==> config.mk <==
export PLATFORM = sky130hd
export DESIGN_NAME = bcd_chain_seq
export DESIGN_NICKNAME = d
export VERILOG_FILES = /design/src/rtl/bcd_chain_seq.sv
export SDC_FILE = /design/constraint.sdc
export NUM_CORES = 1
export LEC_CHECK = 0
export CORE_MARGIN = 8
export CORE_UTILIZATION = 51
export DETAILED_ROUTE_END_ITERATION = 12
export GPL_ROUTABILITY_DRIVEN = 1
export PLACE_DENSITY_LB_ADDON = 0.12
export SLEW_MARGIN = 30
export SYNTH_ARGS = -nofsm -noshare
export SYNTH_HDL_FRONTEND = slang
export SYNTH_SLANG_ARGS = --single-unit
==> constraint.sdc <==
create_clock -name clk -period 4.3 [get_ports clk]
set_input_delay 0.645 -clock clk [delete_from_list [all_inputs] [get_ports clk]]
set_output_delay 0.645 -clock clk [all_outputs]
set_load 0.02 [all_outputs]
==> src/rtl/bcd_chain_seq.sv <==
// -----------------------------------------------------------------------------
// bcd_chain_seq
//
// Multi-byte packed-BCD adder/subtractor. Each operation runs one 8-bit binary
// add or subtract per byte, followed by a decimal-adjust pass that follows the
// Z80 DAA rules. Bytes are processed least-significant first, and the decimal
// carry/borrow is chained from one byte into the next. The block sits beside
// the CPU ALU, handles score/timer arithmetic, and is the multi-cycle user of
// the DAA correction datapath.
//
// Parameters
//   NBYTES     number of packed-BCD bytes per operand (1..8)
//
// Ports
//   clk        system clock
//   reset      asynchronous, active-high reset
//   start      request pulse; sampled only in IDLE
//   sub        0 = add, 1 = subtract (a - b)
//   carry_in   initial carry/borrow into byte 0
//   a_in       operand A, packed BCD, byte 0 = bits 7:0
//   b_in       operand B, packed BCD
//   busy       high from the first ADD cycle through DONE
//   done       one-cycle pulse; result, carry_out and zero_out are valid
//   result     BCD result; bytes update progressively during the operation
//   carry_out  final decimal carry (add) or borrow (sub)
//   zero_out   result == 0
//   invalid    some nibble of the latched A or B was greater than 9
// -----------------------------------------------------------------------------
module bcd_chain_seq #(
    parameter int NBYTES = 4
) (
    input  logic                clk,
    input  logic                reset,
    input  logic                start,
    input  logic                sub,
    input  logic                carry_in,
    input  logic [8*NBYTES-1:0] a_in,
    input  logic [8*NBYTES-1:0] b_in,
    output logic                busy,
    output logic                done,
    output logic [8*NBYTES-1:0] result,
    output logic                carry_out,
    output logic                zero_out,
    output logic                invalid
);

    localparam int W  = 8 * NBYTES;
    localparam int IW = (NBYTES > 1) ? $clog2(NBYTES) : 1;

    typedef enum logic [1:0] {
        S_IDLE,
        S_ADD,
        S_ADJ,
        S_DONE
    } state_t;

    state_t        state;

    // Operands latched at the accepting edge; later input changes are ignored.
    logic [W-1:0]  a_q;
    logic [W-1:0]  b_q;
    logic          sub_q;
    logic          c_q;       // running decimal carry/borrow between bytes
    logic [IW-1:0] idx;       // byte currently being processed

    // Binary stage results, handed from ADD to ADJ.
    logic [7:0]    s_q;
    logic          h_q;
    logic          cb_q;

    // Returns 1 if any nibble of the operand is not a decimal digit.
    function automatic logic has_bad_nibble(input logic [W-1:0] v);
        logic bad;
        bad = 1'b0;
        for (int n = 0; n < 2 * NBYTES; n++) begin
            if (v[4*n +: 4] > 4'd9) begin
                bad = 1'b1;
            end
        end
        return bad;
    endfunction

    // -------------------------------------------------------------------------
    // Byte selection
    // -------------------------------------------------------------------------
    logic [7:0] x;
    logic [7:0] y;

    // NOTE: every variable assigned in an always_comb block gets a default
    // first, so no path leaves it unassigned and no latch is inferred.
    always_comb begin
        x = 8'h00;
        y = 8'h00;
        for (int i = 0; i < NBYTES; i++) begin
            if (idx == IW'(i)) begin
                x = a_q[8*i +: 8];
                y = b_q[8*i +: 8];
            end
        end
    end

    // -------------------------------------------------------------------------
    // Binary add/sub stage
    // -------------------------------------------------------------------------
    // The adder is widened by one bit. For an add, the extra bit is the carry
    // out. For a subtract, the extra bit is the sign of the true difference,
    // which is the borrow. The same reasoning applies to the low nibble for H.
    logic [8:0] bin_full;
    logic [4:0] bin_low;
    logic [7:0] s_next;
    logic       h_next;
    logic       cb_next;

    always_comb begin
        if (sub_q) begin
            bin_full = {1'b0, x} - {1'b0, y} - 9'(c_q);
            bin_low  = {1'b0, x[3:0]} - {1'b0, y[3:0]} - 5'(c_q);
        end else begin
            bin_full = {1'b0, x} + {1'b0, y} + 9'(c_q);
            bin_low  = {1'b0, x[3:0]} + {1'b0, y[3:0]} + 5'(c_q);
        end
        s_next  = bin_full[7:0];
        h_next  = bin_low[4];
        cb_next = bin_full[8];
    end

    // -------------------------------------------------------------------------
    // Decimal adjust stage
    // -------------------------------------------------------------------------
    logic [7:0]   corr;
    logic         cn;
    logic [7:0]   adj_byte;
    logic [W-1:0] result_next;

    always_comb begin
        corr = 8'h00;
        cn   = 1'b0;
        if (h_q || (s_q[3:0] > 4'd9)) begin
            corr = corr | 8'h06;
        end
        if (cb_q || (s_q > 8'h99)) begin
            corr = corr | 8'h60;
            cn   = 1'b1;
        end
        adj_byte = sub_q ? (s_q - corr) : (s_q + corr);

        // Result vector with the adjusted byte written into slot idx.
        result_next = result;
        for (int i = 0; i < NBYTES; i++) begin
            if (idx == IW'(i)) begin
                result_next[8*i +: 8] = adj_byte;
            end
        end
    end

    // -------------------------------------------------------------------------
    // Sequencer
    // -------------------------------------------------------------------------
    // NOTE: sequential state uses non-blocking assignments only, so every
    // register samples the values from before the edge, whatever the order of
    // the statements.
    always_ff @(posedge clk or posedge reset) begin
        if (reset) begin
            // NOTE: the datapath registers are reset along with the control
            // state, so a reset in the middle of an operation leaves nothing
            // half-updated and all outputs read zero right away.
            state     <= S_IDLE;
            a_q       <= '0;
            b_q       <= '0;
            sub_q     <= 1'b0;
            c_q       <= 1'b0;
            idx       <= '0;
            s_q       <= 8'h00;
            h_q       <= 1'b0;
            cb_q      <= 1'b0;
            busy      <= 1'b0;
            done      <= 1'b0;
            result    <= '0;
            carry_out <= 1'b0;
            zero_out  <= 1'b0;
            invalid   <= 1'b0;
        end else begin
            done <= 1'b0;

            case (state)
                S_IDLE: begin
                    if (start) begin
                        a_q     <= a_in;
                        b_q     <= b_in;
                        sub_q   <= sub;
                        c_q     <= carry_in;
                        idx     <= '0;
                        invalid <= has_bad_nibble(a_in) | has_bad_nibble(b_in);
                        busy    <= 1'b1;
                        state   <= S_ADD;
                    end
                end

                S_ADD: begin
                    s_q   <= s_next;
                    h_q   <= h_next;
                    cb_q  <= cb_next;
                    state <= S_ADJ;
                end

                S_ADJ: begin
                    result <= result_next;
                    c_q    <= cn;
                    if (idx == IW'(NBYTES - 1)) begin
                        // Flags are taken from the final byte's values, so
                        // they are stable during the single done cycle.
                        carry_out <= cn;
                        zero_out  <= (result_next == '0);
                        done      <= 1'b1;
                        state     <= S_DONE;
                    end else begin
                        idx   <= idx + IW'(1);
                        state <= S_ADD;
                    end
                end

                S_DONE: begin
                    busy  <= 1'b0;
                    state <= S_IDLE;
                end

                default: begin
                    state <= S_IDLE;
                end
            endcase
        end
    end

endmodule

[Yosys cells after proc, flatten, opt, wreduce, memory -nomap -nowiden]
Cells that the tools add are included.
W data, S select, Z words.
Word-level totals
  register bits after elaboration: 117
  input port bits: 69
  output and inout port bits: 37
  word-level logic and storage cells: 115
Cells by class
  add/sub/neg operators: 11
  $lt $le $gt $ge: 18
  eq/ne operators: 8
  mux-type cells: 50
  bitwise operators: 1
  reduce and logical (&&, ||, !) cells: 12
Operators by type and width (count)
  $mux W8: 13
  $gt A4 B4 Y1 const B: 17
  $logic_not A32 Y1: 1
  $mux W1: 25
  $add A8 B8 Y9: 1
  $add A9 B1 Y9: 1
  $mux W9: 1
  $sub A8 B8 Y9: 1
  $sub A9 B1 Y9: 1
  $add A8 B8 Y8: 1
  $eq A2 B2 Y1 const B: 4
  $gt A8 B8 Y1 const B: 1
  $mux W2: 4
  $pmux W2 S4: 1
  $reduce_and A2 Y1: 4
  $sub A8 B8 Y8: 1
  $mux W7: 1
  $add A4 B4 Y5: 1
  $add A5 B1 Y5: 1
  $mux W5: 1
  $sub A4 B4 Y5: 1
  $sub A5 B1 Y5: 1
  $eq A2 B1 Y1 const B: 2
  $logic_not A2 Y1: 2
  other kinds (9): 13

[Logic depth before layout (Yosys ltp)]
  word-level depth: 12
  gate-level depth with buffers: 19
  depth with buffers taken out: 17

[Least setup slack after synthesis]
OpenSTA, ideal clock, no wires.
  path type: register to register
  start: register idx[1]
  end: register s_q[5]
  library setup time: 0.095 ns
  arrival: 3.328 ns
  required time: 4.205 ns
  path slack: 0.876 ns
  cell stages (with the launch flop): 18
  path buffers: 2
  period minus slack after synthesis: 3.424 ns
  cell sequence: dfrtp_1 inv_1 ha_1 buf_2 clkbuf_1 a22oi_1 nor2_1 a21oi_1 o21ai_0 ha_1 inv_1 ha_1 and2_1 a221o_1 inv_1 a21boi_0 o21a_1 o31ai_1
Between the ends
  longest elaborated chain between the ends: 8
  elaborated cells on any way between the ends: 17
  those cells by class: add/sub: 4; eq/ne: 3; mux: 9; reduce/logical: 1
RTL lines
  from (decl): line 64  | logic [IW-1:0] idx;
  from (signal assigned): line 217  | idx <= idx + IW'(1);
  $logic_not A2 Y1: line 95  | if (idx == IW'(i)) begin
  $mux W8 (4 in series): line 95
  $add A8 B8 Y9 or $sub A8 B8 Y9 (tied branches): line 119, 116
  $add A9 B1 Y9 or $sub A9 B1 Y9 (tied branches): line 119, 116
  $mux W9 *: line 115  | if (sub_q) begin
  to (signal assigned): line 200  | s_q <= s_next;
  to (decl): line 67  | logic [7:0] s_q;
Every way passes the cells marked *; elsewhere a longest branch is shown, timed or not.
A chain may end at the register's enable or synchronous reset.

[Worst setup path in the final report]
Same ends and word-level chain as after synthesis.

==> impl_metrics.csv <==
group,metric,value,unit
logic_synthesis,yosys.area.top_type,"dfrtp_1",
worst_setup_path,start_kind,"register",
worst_setup_path,endpoint,"s_q[5]$_DFFE_PP0N_",
global_routing,grt_pass1_wl,27000,um
layout,drive_gt1_share,13.6,%
sta,max-slew-margin-rel,41.5,%
sta,setup_viol,0,
drt,wl,16200,um
clock_network,cts_tree,"built",
die,io-pin-count,106,
die,start_util,51.7,%
place,dpl_worst_slack,0.654,ns
sta,min_period,3.65,ns
clock_network,cts_buffers,17,
logic_synthesis,ys_seq_area_share,45.4,%
clock_network,ctsHoldBuffers,0,
logic_synthesis,synth.area.top_cells,"dfrtp_1, mux2_2, ha_1",
global_routing,grt_max_degree,92,
logic_synthesis,synthCells,641,
worst_setup_path,crit_required,4.61,ns
status,outcome,"finished, final reports clean",
drt,drt_iter0_drc,293,
global_routing,grt_pass1_vias,5381,
global_routing,track_usage,21.0,%
flow_run,cap_violations,0,
drt,post_drt_wl_per_cell,17.6,um
sta,fmax,0.274,GHz
drt,postRouteAntennaNets,0,
sta,skew,0.00571,ns
die,chipHeight,128,um
drt,vias_per_cell,5.50,
sta,setup_tns,0,ns
place,finalWeightedCongestion,0.859,
global_routing,gr-total-overflow,0,
clock_network,clkSinkCount,117,
layout,num_antenna_cells,0,
logic_synthesis,synth-main-ff-cell,"dfrtp_1",
clock_network,cts_buffer_depth,2,
layout,multiInputGateArea,3240,um2
worst_setup_path,crit_fanout,25,
logic_synthesis,yosysWarningCount,0,
clock_network,ctsResizeCount,0,
clock_network,htreeDepth,4,
sta,slew_violations,0,
worst_setup_path,r2r_cells,17,
drt,drc,0,
logic_synthesis,ys_types,62,
logic_synthesis,synth_top_cell_area_share,45.4,%
clock_network,cts_root_buf,"clkbuf_16",
worst_setup_path,startpoint,"idx[1]$_DFFE_PP0P_",
layout,n_fill_cell,997,
layout,area_delta_synth_final,27.5,%
place,dp_hpwl,12200,um
sta,worst_slew_pin_slew,0.878,ns
place,portBuffers,105,
die,core.rowCount,41,
die,die_w,128,um
logic_synthesis,synthArstFlopShare,100,%
logic_synthesis,ys_seq_elements,117,
worst_setup_path,cp-end-kind,"register",
clock_network,insertion_delay,0.42,ns
die,die_area,16500,um2
worst_setup_path,critical_path_class,"reg -> reg",
layout,final_common_cell,"dfrtp_1",
drt,firstDrtPassIters,5,
worst_setup_path,reg2reg_to,"s_q[5]$_DFFE_PP0N_",
sta,finalHoldViolCount,0,
hold_path,hp-class,"reg -> reg",
logic_synthesis,synth-edff-count,0,
sta,fin_ws,0.647,ns
logic_synthesis,synthesis.area,6440,um2
layout,fin_nets,843,
worst_setup_path,r2r_slack,0.65,ns
global_routing,antenna_found_initial,0,
clock_network,clk_pin_slew,0.05,ns
clock_network,cts_setup_buffers,0,
worst_setup_path,r2r-start,"idx[1]$_DFFE_PP0P_",
logic_synthesis,avgSynthCellArea,10.1,um2
logic_synthesis,syn-num-nets,746,
worst_setup_path,arrival,3.97,ns
die,coreArea,12500,um2
sta,rsz0062_at_grt,"no",
layout,most-common-layout-cells,"dfrtp_1, clkdlybuf4s50_1, nand2_1",
layout,seqCellArea,2930,um2
drt,vias,5081,
sta,post-route-period-util,85.0,%
sta,holdWs,0.471,ns
[registers in the layout (all words and copies together), names as in the netlist, 2 cells and up]
register and count:
a_q 32, b_q 32, idx 2, result 32, s_q 8, state 2
[per-stage QoR]
stage	utilization [%]	instances	area [um2]
5_1_grt	65.9	923	8220
3_5_place_dp	61.2	891	7630
3_3_place_gp	61.2	891	7630
2_1_floorplan	-	641	6440
6_report	65.9	923	8220
4_1_cts	65.9	923	8220
[layout make-up]
type                    instances  share of cell area (%)
clock inverters                11                    1.22
multi-input cells             460                    39.5
clock buffers                  21                    5.85
inverters                      29                    1.39
well taps                     172                    2.62
repair buffers                113                    13.8
flip-flops and latches        117                    35.6
[worst min path at each step]
stage | slack (ns) | start | to | depth (start not counted)
floorplan | 0.44 | h_q$_DFFE_PP0N_ | h_q$_DFFE_PP0N_ | 2
CTS | 0.47 | h_q$_DFFE_PP0N_ | h_q$_DFFE_PP0N_ | 2
detailed placement | 0.46 | h_q$_DFFE_PP0N_ | h_q$_DFFE_PP0N_ | 2
global placement | 0.46 | h_q$_DFFE_PP0N_ | h_q$_DFFE_PP0N_ | 2
finish | 0.47 | h_q$_DFFE_PP0N_ | h_q$_DFFE_PP0N_ | 2
global route | 0.48 | h_q$_DFFE_PP0N_ | h_q$_DFFE_PP0N_ | 2
[cells in the mapped netlist, types with 6 or more instances]
| cell type | number |
|---|---|
| a21o_1 | 6 |
| dfrtp_1 | 117 |
| clkbuf_1 | 17 |
| mux2_2 | 53 |
| nor3_1 | 9 |
| o21ai_1 | 13 |
| nand3b_1 | 6 |
| a21oi_1 | 47 |
| o21ai_0 | 61 |
| xor2_1 | 8 |
| a22oi_1 | 9 |
| inv_1 | 29 |
| xnor2_1 | 10 |
| nand2_1 | 68 |
| nand2b_1 | 7 |
| mux2_1 | 16 |
| ha_1 | 32 |
| nor2_1 | 38 |
| buf_2 | 10 |
[kinds of logic after synthesis]
logic type	synth area share (%)
AOI/OAI and AO/OA	15.9
xor gates and xnor gates	2.45
adders and majority gates	7.46
buffers and inverters	4.27
DFF	45.4
muxes	12.8
and+or+nand+nor	11.6
[worst max-delay path, cell delays in order, from the launching register on]
cell and delay [ns]:
dfrtp_1 0.41, inv_1 0.11, ha_1 0.43, buf_12 0.22
nand3b_1 0.12, a21oi_1 0.07, a21oi_1 0.12, nor2_1 0.06
a21oi_1 0.20, ha_1 0.29, inv_1 0.14, ha_1 0.29
and2_1 0.19, a221o_1 0.33, inv_1 0.06, a21boi_0 0.08
o21a_1 0.20, o31ai_1 0.23
[per-layer routing]
| metal | vias up | global-route usage (%) | wire [um] |
|---|---|---|---|
| met3 | 38 | 5.79 | 940 |
| met5 | - | 0 | 0 |
| met2 | 156 | 35.1 | 7960 |
| met1 | 2433 | 24.3 | 6810 |
| li1 | 2454 | - | - |
| met4 | 0 | 10.6 | 530 |
Power is left out: the tool's default activity adds up to more than one toggle a clock period on the data nets, which glitch-free logic cannot reach.
